===== src/rtl/uart_pkg.sv =====
// Shared UART definitions: transmit FSM encoding, parity selectors, line idle level.
// Also used by the receive path, so keep encodings stable.
package uart_pkg;

  typedef enum logic [2:0] {
    TX_IDLE   = 3'd0,
    TX_START  = 3'd1,
    TX_DATA   = 3'd2,
    TX_PARITY = 3'd3,
    TX_STOP   = 3'd4
  } tx_state_e;

  localparam logic PAR_EVEN  = 1'b0;
  localparam logic PAR_ODD   = 1'b1;
  localparam logic LINE_IDLE = 1'b1;

  // Bit counter width; a one-bit payload still needs a one-bit counter.
  function automatic int cnt_width(input int w);
    return (w > 1) ? $clog2(w) : 1;
  endfunction

endpackage


===== src/rtl/tx_serializer.sv =====
// Latched payload shift register plus bit counter for the UART transmitter.
// Load captures the word; each shift exposes the next bit, LSB first.
module tx_serializer
  import uart_pkg::*;
#(
  parameter int DATA_WIDTH = 8
) (
  input  logic                  i_clk,
  input  logic                  i_rst_n,
  input  logic                  i_load,
  input  logic [DATA_WIDTH-1:0] i_data,
  input  logic                  i_shift,
  output logic                  o_bit,
  output logic                  o_last
);

  localparam int CNT_W = cnt_width(DATA_WIDTH);

  logic [DATA_WIDTH-1:0] r_shift;
  logic [CNT_W-1:0]      r_cnt;

  // The counter loads all-ones so the shift that puts bit 0 on the line
  // wraps it to 0; from then on it equals the index of the bit on the line.
  always_ff @(posedge i_clk or negedge i_rst_n) begin
    if (!i_rst_n) begin
      r_shift <= '0;
      r_cnt   <= '0;
    end else if (i_load) begin
      r_shift <= i_data;
      r_cnt   <= '1;
    end else if (i_shift) begin
      r_shift <= r_shift >> 1;
      r_cnt   <= r_cnt + CNT_W'(1);
    end
  end

  assign o_bit  = r_shift[0];
  assign o_last = (r_cnt == CNT_W'(DATA_WIDTH - 1));

endmodule


===== src/rtl/uart_tx.sv =====
// UART transmitter: start, LSB-first data, optional parity (UART_TX_PARITY_EN), stop; one bit per CLK.
// Outputs registered, start bit appears the edge a request is accepted; requests while busy are dropped.
module uart_tx
  import uart_pkg::*;
#(
  parameter int DATA_WIDTH = 8
) (
  input  logic                  CLK,
  input  logic                  RST,
  input  logic [DATA_WIDTH-1:0] P_DATA,
  input  logic                  Data_Valid,
  input  logic                  PAR_EN,
  input  logic                  PAR_TYP,
  output logic                  TX_OUT,
  output logic                  busy
);

  tx_state_e r_state;
  tx_state_e w_next;
  logic      w_load;
  logic      w_shift;
  logic      w_bit;
  logic      w_last;
  logic      w_tx_next;
  logic      r_tx;
  logic      r_busy;

  tx_serializer #(
    .DATA_WIDTH(DATA_WIDTH)
  ) u_ser (
    .i_clk   (CLK),
    .i_rst_n (RST),
    .i_load  (w_load),
    .i_data  (P_DATA),
    .i_shift (w_shift),
    .o_bit   (w_bit),
    .o_last  (w_last)
  );

`ifdef UART_TX_PARITY_EN
  logic r_par_en;
  logic r_par_typ;
  logic r_par_acc;
  logic w_parity;

  // Parity accumulates over the latched bits as they go out on the line.
  always_ff @(posedge CLK or negedge RST) begin
    if (!RST) begin
      r_par_en  <= 1'b0;
      r_par_typ <= PAR_EVEN;
      r_par_acc <= 1'b0;
    end else if (w_load) begin
      r_par_en  <= PAR_EN;
      r_par_typ <= PAR_TYP;
      r_par_acc <= 1'b0;
    end else if (w_shift) begin
      r_par_acc <= r_par_acc ^ w_bit;
    end
  end

  assign w_parity = (r_par_typ == PAR_ODD) ? ~r_par_acc : r_par_acc;
`else
  logic w_unused;
  assign w_unused = PAR_EN ^ PAR_TYP;
`endif

  always_comb begin
    w_next    = r_state;
    w_load    = 1'b0;
    w_tx_next = LINE_IDLE;
    case (r_state)
      TX_IDLE: begin
        if (Data_Valid) begin
          w_next = TX_START;
          w_load = 1'b1;
        end
      end
      TX_START: w_next = TX_DATA;
      TX_DATA: begin
        if (w_last) begin
`ifdef UART_TX_PARITY_EN
          w_next = r_par_en ? TX_PARITY : TX_STOP;
`else
          w_next = TX_STOP;
`endif
        end
      end
`ifdef UART_TX_PARITY_EN
      TX_PARITY: w_next = TX_STOP;
`endif
      TX_STOP: w_next = TX_IDLE;
      default: w_next = TX_IDLE;
    endcase

    // Line value is chosen for the state being entered so it is registered in step.
    w_shift = (w_next == TX_DATA);
    case (w_next)
      TX_START:  w_tx_next = 1'b0;
      TX_DATA:   w_tx_next = w_bit;
`ifdef UART_TX_PARITY_EN
      TX_PARITY: w_tx_next = w_parity;
`endif
      default:   w_tx_next = LINE_IDLE;
    endcase
  end

  always_ff @(posedge CLK or negedge RST) begin
    if (!RST) begin
      r_state <= TX_IDLE;
      r_tx    <= LINE_IDLE;
      r_busy  <= 1'b0;
    end else begin
      r_state <= w_next;
      r_tx    <= w_tx_next;
      r_busy  <= (w_next != TX_IDLE);
    end
  end

  assign TX_OUT = r_tx;
  assign busy   = r_busy;

endmodule


===== config.mk =====
export PLATFORM = sky130hd
export DESIGN_NAME = uart_tx
export DESIGN_NICKNAME = d
export VERILOG_FILES = /design/src/rtl/uart_pkg.sv /design/src/rtl/tx_serializer.sv /design/src/rtl/uart_tx.sv
export SDC_FILE = /design/constraint.sdc
export NUM_CORES = 1
export LEC_CHECK = 0
export ABC_AREA = 1
export BUFFER_PORTS_ARGS = -buffer_cell sky130_fd_sc_hd__buf_2
export CORE_MARGIN = 3
export CORE_UTILIZATION = 35
export DETAILED_ROUTE_END_ITERATION = 8
export PLACE_DENSITY_LB_ADDON = 0.12
export SYNTH_ARGS = -nofsm -noshare
export SYNTH_HDL_FRONTEND = slang
export SYNTH_SLANG_ARGS = --single-unit

===== constraint.sdc =====
create_clock -name CLK -period 1.3 [get_ports CLK]
set_clock_uncertainty 0.05 [all_clocks]
set_input_delay 0.13 -clock CLK [delete_from_list [all_inputs] [get_ports CLK]]
set_output_delay 0.13 -clock CLK [all_outputs]
set_load 0.1 [all_outputs]

==> results of run 1 <==
[timing repair]
action / in CTS / in global routing
setup endpoints to repair: 13 / 13
buffers inserted: 1 / 3
pin swaps: 14 / 4
hold buffers: 1 / 0
gates resized for setup: 13 / 7
endpoints found under the hold margin: 16 / 0
[flip-flops by register name, indices dropped and copies added (netlist names)]
name / cells
u_ser.r_cnt: 3
TX_OUT: 1
r_state: 3
busy: 1
u_ser.r_shift: 8
[Yosys cell counts]
cell type / n / share of area [%]
a21oi_1: 1 / 0.64
buf_2: 1 / 0.64
buf_4: 1 / 0.95
buf_6: 1 / 1.4
dfrtp_1: 15 / 48
dfstp_2: 1 / 3.3
ha_1: 2 / 3.2
inv_1: 8 / 3.8
nand2_1: 41 / 20
nand2_2: 1 / 0.80
nand2_4: 1 / 1.4
nand3_1: 19 / 12
nor2_1: 2 / 0.95
nor2_4: 2 / 2.9
o21ai_0: 1 / 0.64
[cell usage in the layout, fill, tap and decap left out, types with 2 or more instances in the layout]
| master | netlist | layout |
|---|---|---|
| nand3_2 | 0 | 10 |
| nor2_4 | 2 | 2 |
| buf_4 | 1 | 7 |
| buf_12 | 0 | 2 |
| inv_1 | 8 | 6 |
| nand2_8 | 0 | 2 |
| nand2_1 | 41 | 37 |
| nor2_1 | 2 | 2 |
| inv_2 | 0 | 2 |
| nand2_2 | 1 | 3 |
| dfrtp_1 | 15 | 15 |
| buf_2 | 1 | 11 |
| clkbuf_4 | 0 | 3 |
| nand3_1 | 19 | 9 |
[cells by family after synthesis]
kind of cell,after synthesis,synth area share (%)
AND/OR/NAND/NOR,66,37.7
buffers and inverters,11,6.84
AO/OA/AOI/OAI,2,1.27
adder cells (fa/ha/maj),2,3.18
flip-flops,16,51.0
[metrics by stage]
stage               setup TNS [ns]  total power (W)  cells  hold slack, ns
global placement             -1.21          0.00245    138          0.0223
finish                       -1.35          0.00316    147        -0.00120
detailed placement           -1.33          0.00247    138          0.0137
global route                 -2.29          0.00345    147         0.00797
floorplan                   -0.355          0.00201     97          -0.216
CTS                         -0.990          0.00300    144         0.00132
[worst max path at each step]
stage | endpoint | slack [ns] | depth (start not counted)
3_3_place_gp | u_ser.r_shift[6]$_DFFE_PN0P_ | -0.13 | 9
2_1_floorplan | u_ser.r_shift[0]$_DFFE_PN0P_ | -0.04 | 9
6_report | u_ser.r_shift[4]$_DFFE_PN0P_ | -0.13 | 9
3_5_place_dp | u_ser.r_shift[4]$_DFFE_PN0P_ | -0.14 | 9
4_1_cts | u_ser.r_shift[6]$_DFFE_PN0P_ | -0.1 | 9
5_1_grt | u_ser.r_shift[6]$_DFFE_PN0P_ | -0.20 | 9
[routing by layer]
layer | up-vias | track usage (%)
met4 | 0 | 5.11
met1 | 312 | 17.5
li1 | 352 | -
met3 | 2 | 2.82
met5 | - | 0
met2 | 10 | 22.7
[critical path, delay by kind of cell, from the launching register on]
kind                     cells  cell delay, ns
flip-flops                   1            0.40
adder cells (fa/ha/maj)      2            0.36
AND/OR/NAND/NOR              5            0.32
buffers and inverters        2            0.20
[area by class of cell]
| class | count | area (µm²) | area share, % |
|---|---|---|---|
| sequential | 16 | 402 | 36.2 |
| inverter | 8 | 30.0 | 2.71 |
| timing repair buffer | 22 | 169 | 15.2 |
| clock buffer | 4 | 36.3 | 3.27 |
| tap | 27 | 33.8 | 3.05 |
| multi-input combinational | 70 | 438 | 39.5 |
[power groups by stage]
stage	clock network (W)	registers, W	logic (W)
floorplan	0	0.00110	0.000907
global placement	0	0.000895	0.00156
detailed placement	0	0.000899	0.00157
CTS	0.000330	0.000902	0.00176
global route	0.000350	0.000935	0.00217
finish	0.000320	0.000911	0.00193
==> reports/summary.txt, run 1 <==
TritonCTS clock tree: built
GP Congestion: 0.744
Skew-Pair Late Insertion Delay: 0.28 ns
Hold Worst Slack: -0.00120 ns
dpl ws: -0.136 ns
R2R Setup Slk: -0.13 ns
# rows: 16
combinational share of power: 61.1%
Hold Startpoint: P_DATA[7]
CP max FO: 5
DR top layer: met4
final net count: 136
die width: 53.4 µm
H-tree Lvls: 1
synthesized instance count: 97
Setup CP Type: flop to flop
Period Utilization, post-route: 110%
drc violations: 0
leakage power: 0.591 nW
largest net degree at the start of global routing: 24
Num CTS Buffers: 3
die area: 2850 µm²
nature of the critical path endpoint: flop
vias per cell: 4.60
crit path DAT: 1.55 ns
WL met3: 67 µm
violated checks: negative hold slack, negative setup slack
Sw Share: 46.4%
final WL: 1630 µm
post-synthesis sequential area ratio: 51.0%
most used cell along the critical path: nand2_2
Slowest Stage Delay on Critical Path: 0.40 ns
Max Transition Viols Final: 0
area delta synth->final: 40.9%
overall die height: 53.4 µm
Worst-path clk slew: 0.10 ns
slowest CP cell: dfrtp_1
share of cells above drive strength 1: 40.8%
I/O pin count: 15
minimum clock period: 1.43 ns
#FFs+latches synth: 16
VDD IR max: 0.00139 V
worst reg2reg path startpoint: u_ser.r_cnt[1]$_DFFE_PN0P_
Iter 0 DRT Violations: 7
Clk network pwr share: 10.1%
synth warn: 0
RSZ-0062 raised after global routing: yes
Worst EP required: 1.42 ns
CP startpoint kind: flop
DP Wirelength: 1130 µm
Netlist Area Pre-Place: 787 µm²
Final setup violation count: 12
pwr/cell area: 2850 nW/µm²
core area: 2040 µm²
Vias: 676
R2R depth: 9
# diodes: 0
Slew headroom: 67.9%
worst setup path start: u_ser.r_cnt[1]$_DFFE_PN0P_
Cell variety after synth: 15
crit path cell chain: ha_2 -> ha_4 -> inv_2 -> nand2_2 -> nand2_2 -> nand2_4 -> buf_6 -> nand3_2 -> nand2_1
post-synthesis average cell area: 8.11 µm²
DR WL met2: 748 µm
Total GRT Usage: 13.8%
CTS root buf: clkbuf_4
class of the worst hold path: input port to flop
Worst R2R End: u_ser.r_shift[4]$_DFFE_PN0P_
Peak Freq: 0.698 GHz
Sink Count: 16
WL/cell: 11.1 µm
drt first pass iters: 4
worst hold endpoint: u_ser.r_shift[7]$_DFFE_PN0P_
status: finished with violations
filler instances: 197
initial antenna violation count: 0
Synthesized Nets: 112
global-route wire length before repair: 2840 µm
part of the power in registers: 28.8%
final core occ: 54.3%
met1 WL: 807 µm
Least-Margin Pin Slew: 0.485 ns
final worst slack: -0.132 ns
WHS Path Cells: 3
Hold Violations, Final: 1
ANT nets after route: 0
IO Port Bufs: 12
switching power: 0.00147 W
vias in the first global route: 674
Initial Util: 38.5%
CTS Buffer Depth: 2
GRT overflow: 0
final instance area: 1110 µm²
number of max-cap violations: 0
dpl cell area: 945 µm²
Power Internal: 0.00169 W
No activity file was read; power rests on OpenSTA's default activity.
==> run 2, diff against run 1 <==
--- a/config.mk
+++ b/config.mk
@@ -7,8 +7,10 @@
 export LEC_CHECK = 0
 export ABC_AREA = 1
 export BUFFER_PORTS_ARGS = -buffer_cell sky130_fd_sc_hd__buf_2
+export CELL_PAD_IN_SITES_DETAIL_PLACEMENT = 1
+export CELL_PAD_IN_SITES_GLOBAL_PLACEMENT = 1
 export CORE_MARGIN = 3
-export CORE_UTILIZATION = 35
+export CORE_UTILIZATION = 34
 export DETAILED_ROUTE_END_ITERATION = 8
 export PLACE_DENSITY_LB_ADDON = 0.12
 export SYNTH_ARGS = -nofsm -noshare
==> reports/summary.txt, run 2 (synthesis gave the netlist of run 1 again) <==
number of max-cap violations: 0 (unchanged)
dpl cell area: 932 µm² (was 945 µm²)
Power Internal: 0.00163 W (was 0.00169 W)
drt first pass iters: 4 (unchanged)
multi-input logic area: 424 µm² (was 438 µm²)
IO Port Bufs: 12 (unchanged)
area delta synth->final: 38.8% (was 40.9%)
part of the power in registers: 29.1% (was 28.8%)
class of the worst hold path: input port to flop (unchanged)
crit path cell chain: ha_2 -> ha_4 -> inv_2 -> nand2_2 -> nand2_2 -> nand2_4 -> buf_6 -> nand3_2 -> nand2_1 (unchanged)
commonest cells after routing, fill and taps aside: nand2_1, dfrtp_1, buf_2 (unchanged)
Worst-path clk slew: 0.10 ns (about the same)
RSZ-0062 raised after global routing: yes (unchanged)
CP startpoint kind: flop (unchanged)
nature of the critical path endpoint: flop (unchanged)
TritonCTS clock tree: built (unchanged)
core area: 2080 µm² (was 2040 µm²)
CTS Buffer Depth: 2 (unchanged)
Worst EP required: 1.44 ns (was 1.42 ns)
VDD IR max: 0.00164 V (was 0.00139 V)
CTS root buf: clkbuf_4 (unchanged)
combinational share of power: 59.9% (was 61.1%)
GP Congestion: 0.649 (was 0.744)
ANT nets after route: 0 (unchanged)
GRT overflow: 0 (unchanged)
switching power: 0.00147 W (about the same)
# diodes: 0 (unchanged)
drc violations: 0 (unchanged)
Total GRT Usage: 15.9% (was 13.8%)
minimum clock period: 1.41 ns (was 1.43 ns)
pwr/cell area: 2840 nW/µm² (was 2850 nW/µm²)
WL/cell: 12.9 µm (was 11.1 µm)
Sink Count: 16 (unchanged)
global-route wire length before repair: 3110 µm (was 2840 µm)
die width: 54.1 µm (was 53.4 µm)
Hold Worst Slack: 0.0975 ns (was -0.00120 ns)
slowest CP cell: dfrtp_1 (unchanged)
leakage power: 0.588 nW (was 0.591 nW)
Period Utilization, post-route: 109% (was 110%)
DP Wirelength: 1300 µm (was 1130 µm)
Hold Violations, Final: 0 (was 1)
I/O pin count: 15 (unchanged)
Iter 0 DRT Violations: 2 (was 7)
CP max FO: 6 (was 5)
commonest non-fill, non-tap cell in the layout: nand2_1 (unchanged)
Peak Freq: 0.708 GHz (was 0.698 GHz)
violated checks: negative setup slack (was negative hold slack, negative setup slack)
cell family with most CP delay: flip-flops (unchanged)
Slowest Stage Delay on Critical Path: 0.39 ns (was 0.40 ns)
H-tree Lvls: 1 (unchanged)
most flop-heavy register: u_ser.r_shift (unchanged)
largest net degree at the start of global routing: 24 (unchanged)
Slew headroom: 67.8% (was 67.9%)
register area: 402 µm² (unchanged)
final net count: 136 (unchanged)
Initial Util: 37.8% (was 38.5%)
share of cells above drive strength 1: 40.0% (was 40.8%)
Num CTS Buffers: 3 (unchanged)
Final setup violation count: 13 (was 12)
vias per cell: 4.81 (was 4.60)
max reg flops: 8 (unchanged)
Clk network pwr share: 10.9% (was 10.1%)
final worst slack: -0.112 ns (was -0.132 ns)
Setup CP Type: flop to flop (unchanged)
filler instances: 260 (was 197)
vias in the first global route: 664 (was 674)
# rows: 16 (unchanged)
Skew-Pair Late Insertion Delay: 0.29 ns (was 0.28 ns)
die area: 2930 µm² (was 2850 µm²)
final instance area: 1090 µm² (was 1110 µm²)
Sw Share: 47.4% (was 46.4%)
crit path buf inv count: 2 (unchanged)
most used cell along the critical path: nand2_2 (unchanged)
Vias: 707 (was 676)
overall die height: 54.1 µm (was 53.4 µm)
final WL: 1900 µm (was 1630 µm)
Least-Margin Pin Slew: 0.486 ns (was 0.485 ns)
largest registers: u_ser.r_shift (8), r_state (3), u_ser.r_cnt (3) (unchanged)
crit path DAT: 1.55 ns (about the same)
final core occ: 52.5% (was 54.3%)
Max Transition Viols Final: 0 (unchanged)
status: finished with violations (unchanged)
initial antenna violation count: 0 (unchanged)
==> run 2: cell types whose count changed in the layout (fill, tap and decap cells not counted), sizes merged <==
cell / change
buf: -1
dlygate4sd3: +1
==> run 2: area by class of cell <==
class                      count  area share (%)
multi-input combinational     70            38.8
sequential                    16            36.8
timing repair buffer          22            15.2
clock buffer                   4            3.32
tap                           27            3.09
inverter                       8            2.75
==> run 2: worst register-to-register path, stage by stage, from the launching register on <==
cell and delay, ns:
dfrtp_1 0.39, ha_2 0.20, ha_4 0.16, inv_2 0.04, nand2_2 0.04, nand2_2 0.08
nand2_4 0.08, buf_6 0.16, nand3_2 0.05, nand2_1 0.06
==> run 2: worst paths after layout <==
path	start	to	slack (ns)	depth (start not counted)
max reg2reg	u_ser.r_cnt[1]$_DFFE_PN0P_	u_ser.r_cnt[1]$_DFFE_PN0P_	-0.11	9
max	u_ser.r_cnt[1]$_DFFE_PN0P_	u_ser.r_cnt[1]$_DFFE_PN0P_	-0.11	9
min	P_DATA[2]	u_ser.r_shift[2]$_DFFE_PN0P_	0.1	5
max in group asynchronous	RST	TX_OUT$_DFF_PN1_	0.67	2
min in group asynchronous	RST	r_state[2]$_DFF_PN0_	0.21	2
min reg2reg	u_ser.r_shift[5]$_DFFE_PN0P_	u_ser.r_shift[5]$_DFFE_PN0P_	0.46	2
==> run 2: repair_timing <==
item / 4_1_cts / 5_1_grt
hold buffers: 1 / 1
pin swaps: 13 / 6
endpoints found under the hold margin: 16 / 1
setup endpoints to repair: 12 / 13
gates resized for setup: 12 / 8
buffers inserted: 1 / 2
==> run 2: power by group through the flow <==
stage               registers, W  clock network (W)  logic, W
CTS                     0.000896           0.000354   0.00173
global placement        0.000886                  0   0.00149
floorplan                0.00110                  0  0.000907
global route            0.000932           0.000380   0.00207
finish                  0.000903           0.000339   0.00186
detailed placement      0.000895                  0   0.00153
==> run 2: metal layers <==
layer	GRT usage (%)	vias up	routed length, µm
met2	27.0	10	956
met5	0	-	0
li1	-	349	-
met3	5.82	4	78
met4	6.22	0	33
met1	17.8	344	835
==> run 2: stage by stage <==
stage,instances,worst slack [ns],setup TNS (ns),power (W)
detailed placement,138,-0.129,-1.29,0.00243
global placement,138,-0.104,-1.04,0.00238
global route,147,-0.205,-2.36,0.00338
CTS,144,-0.138,-1.55,0.00298
finish,147,-0.112,-1.17,0.00310
floorplan,97,-0.0411,-0.355,0.00201
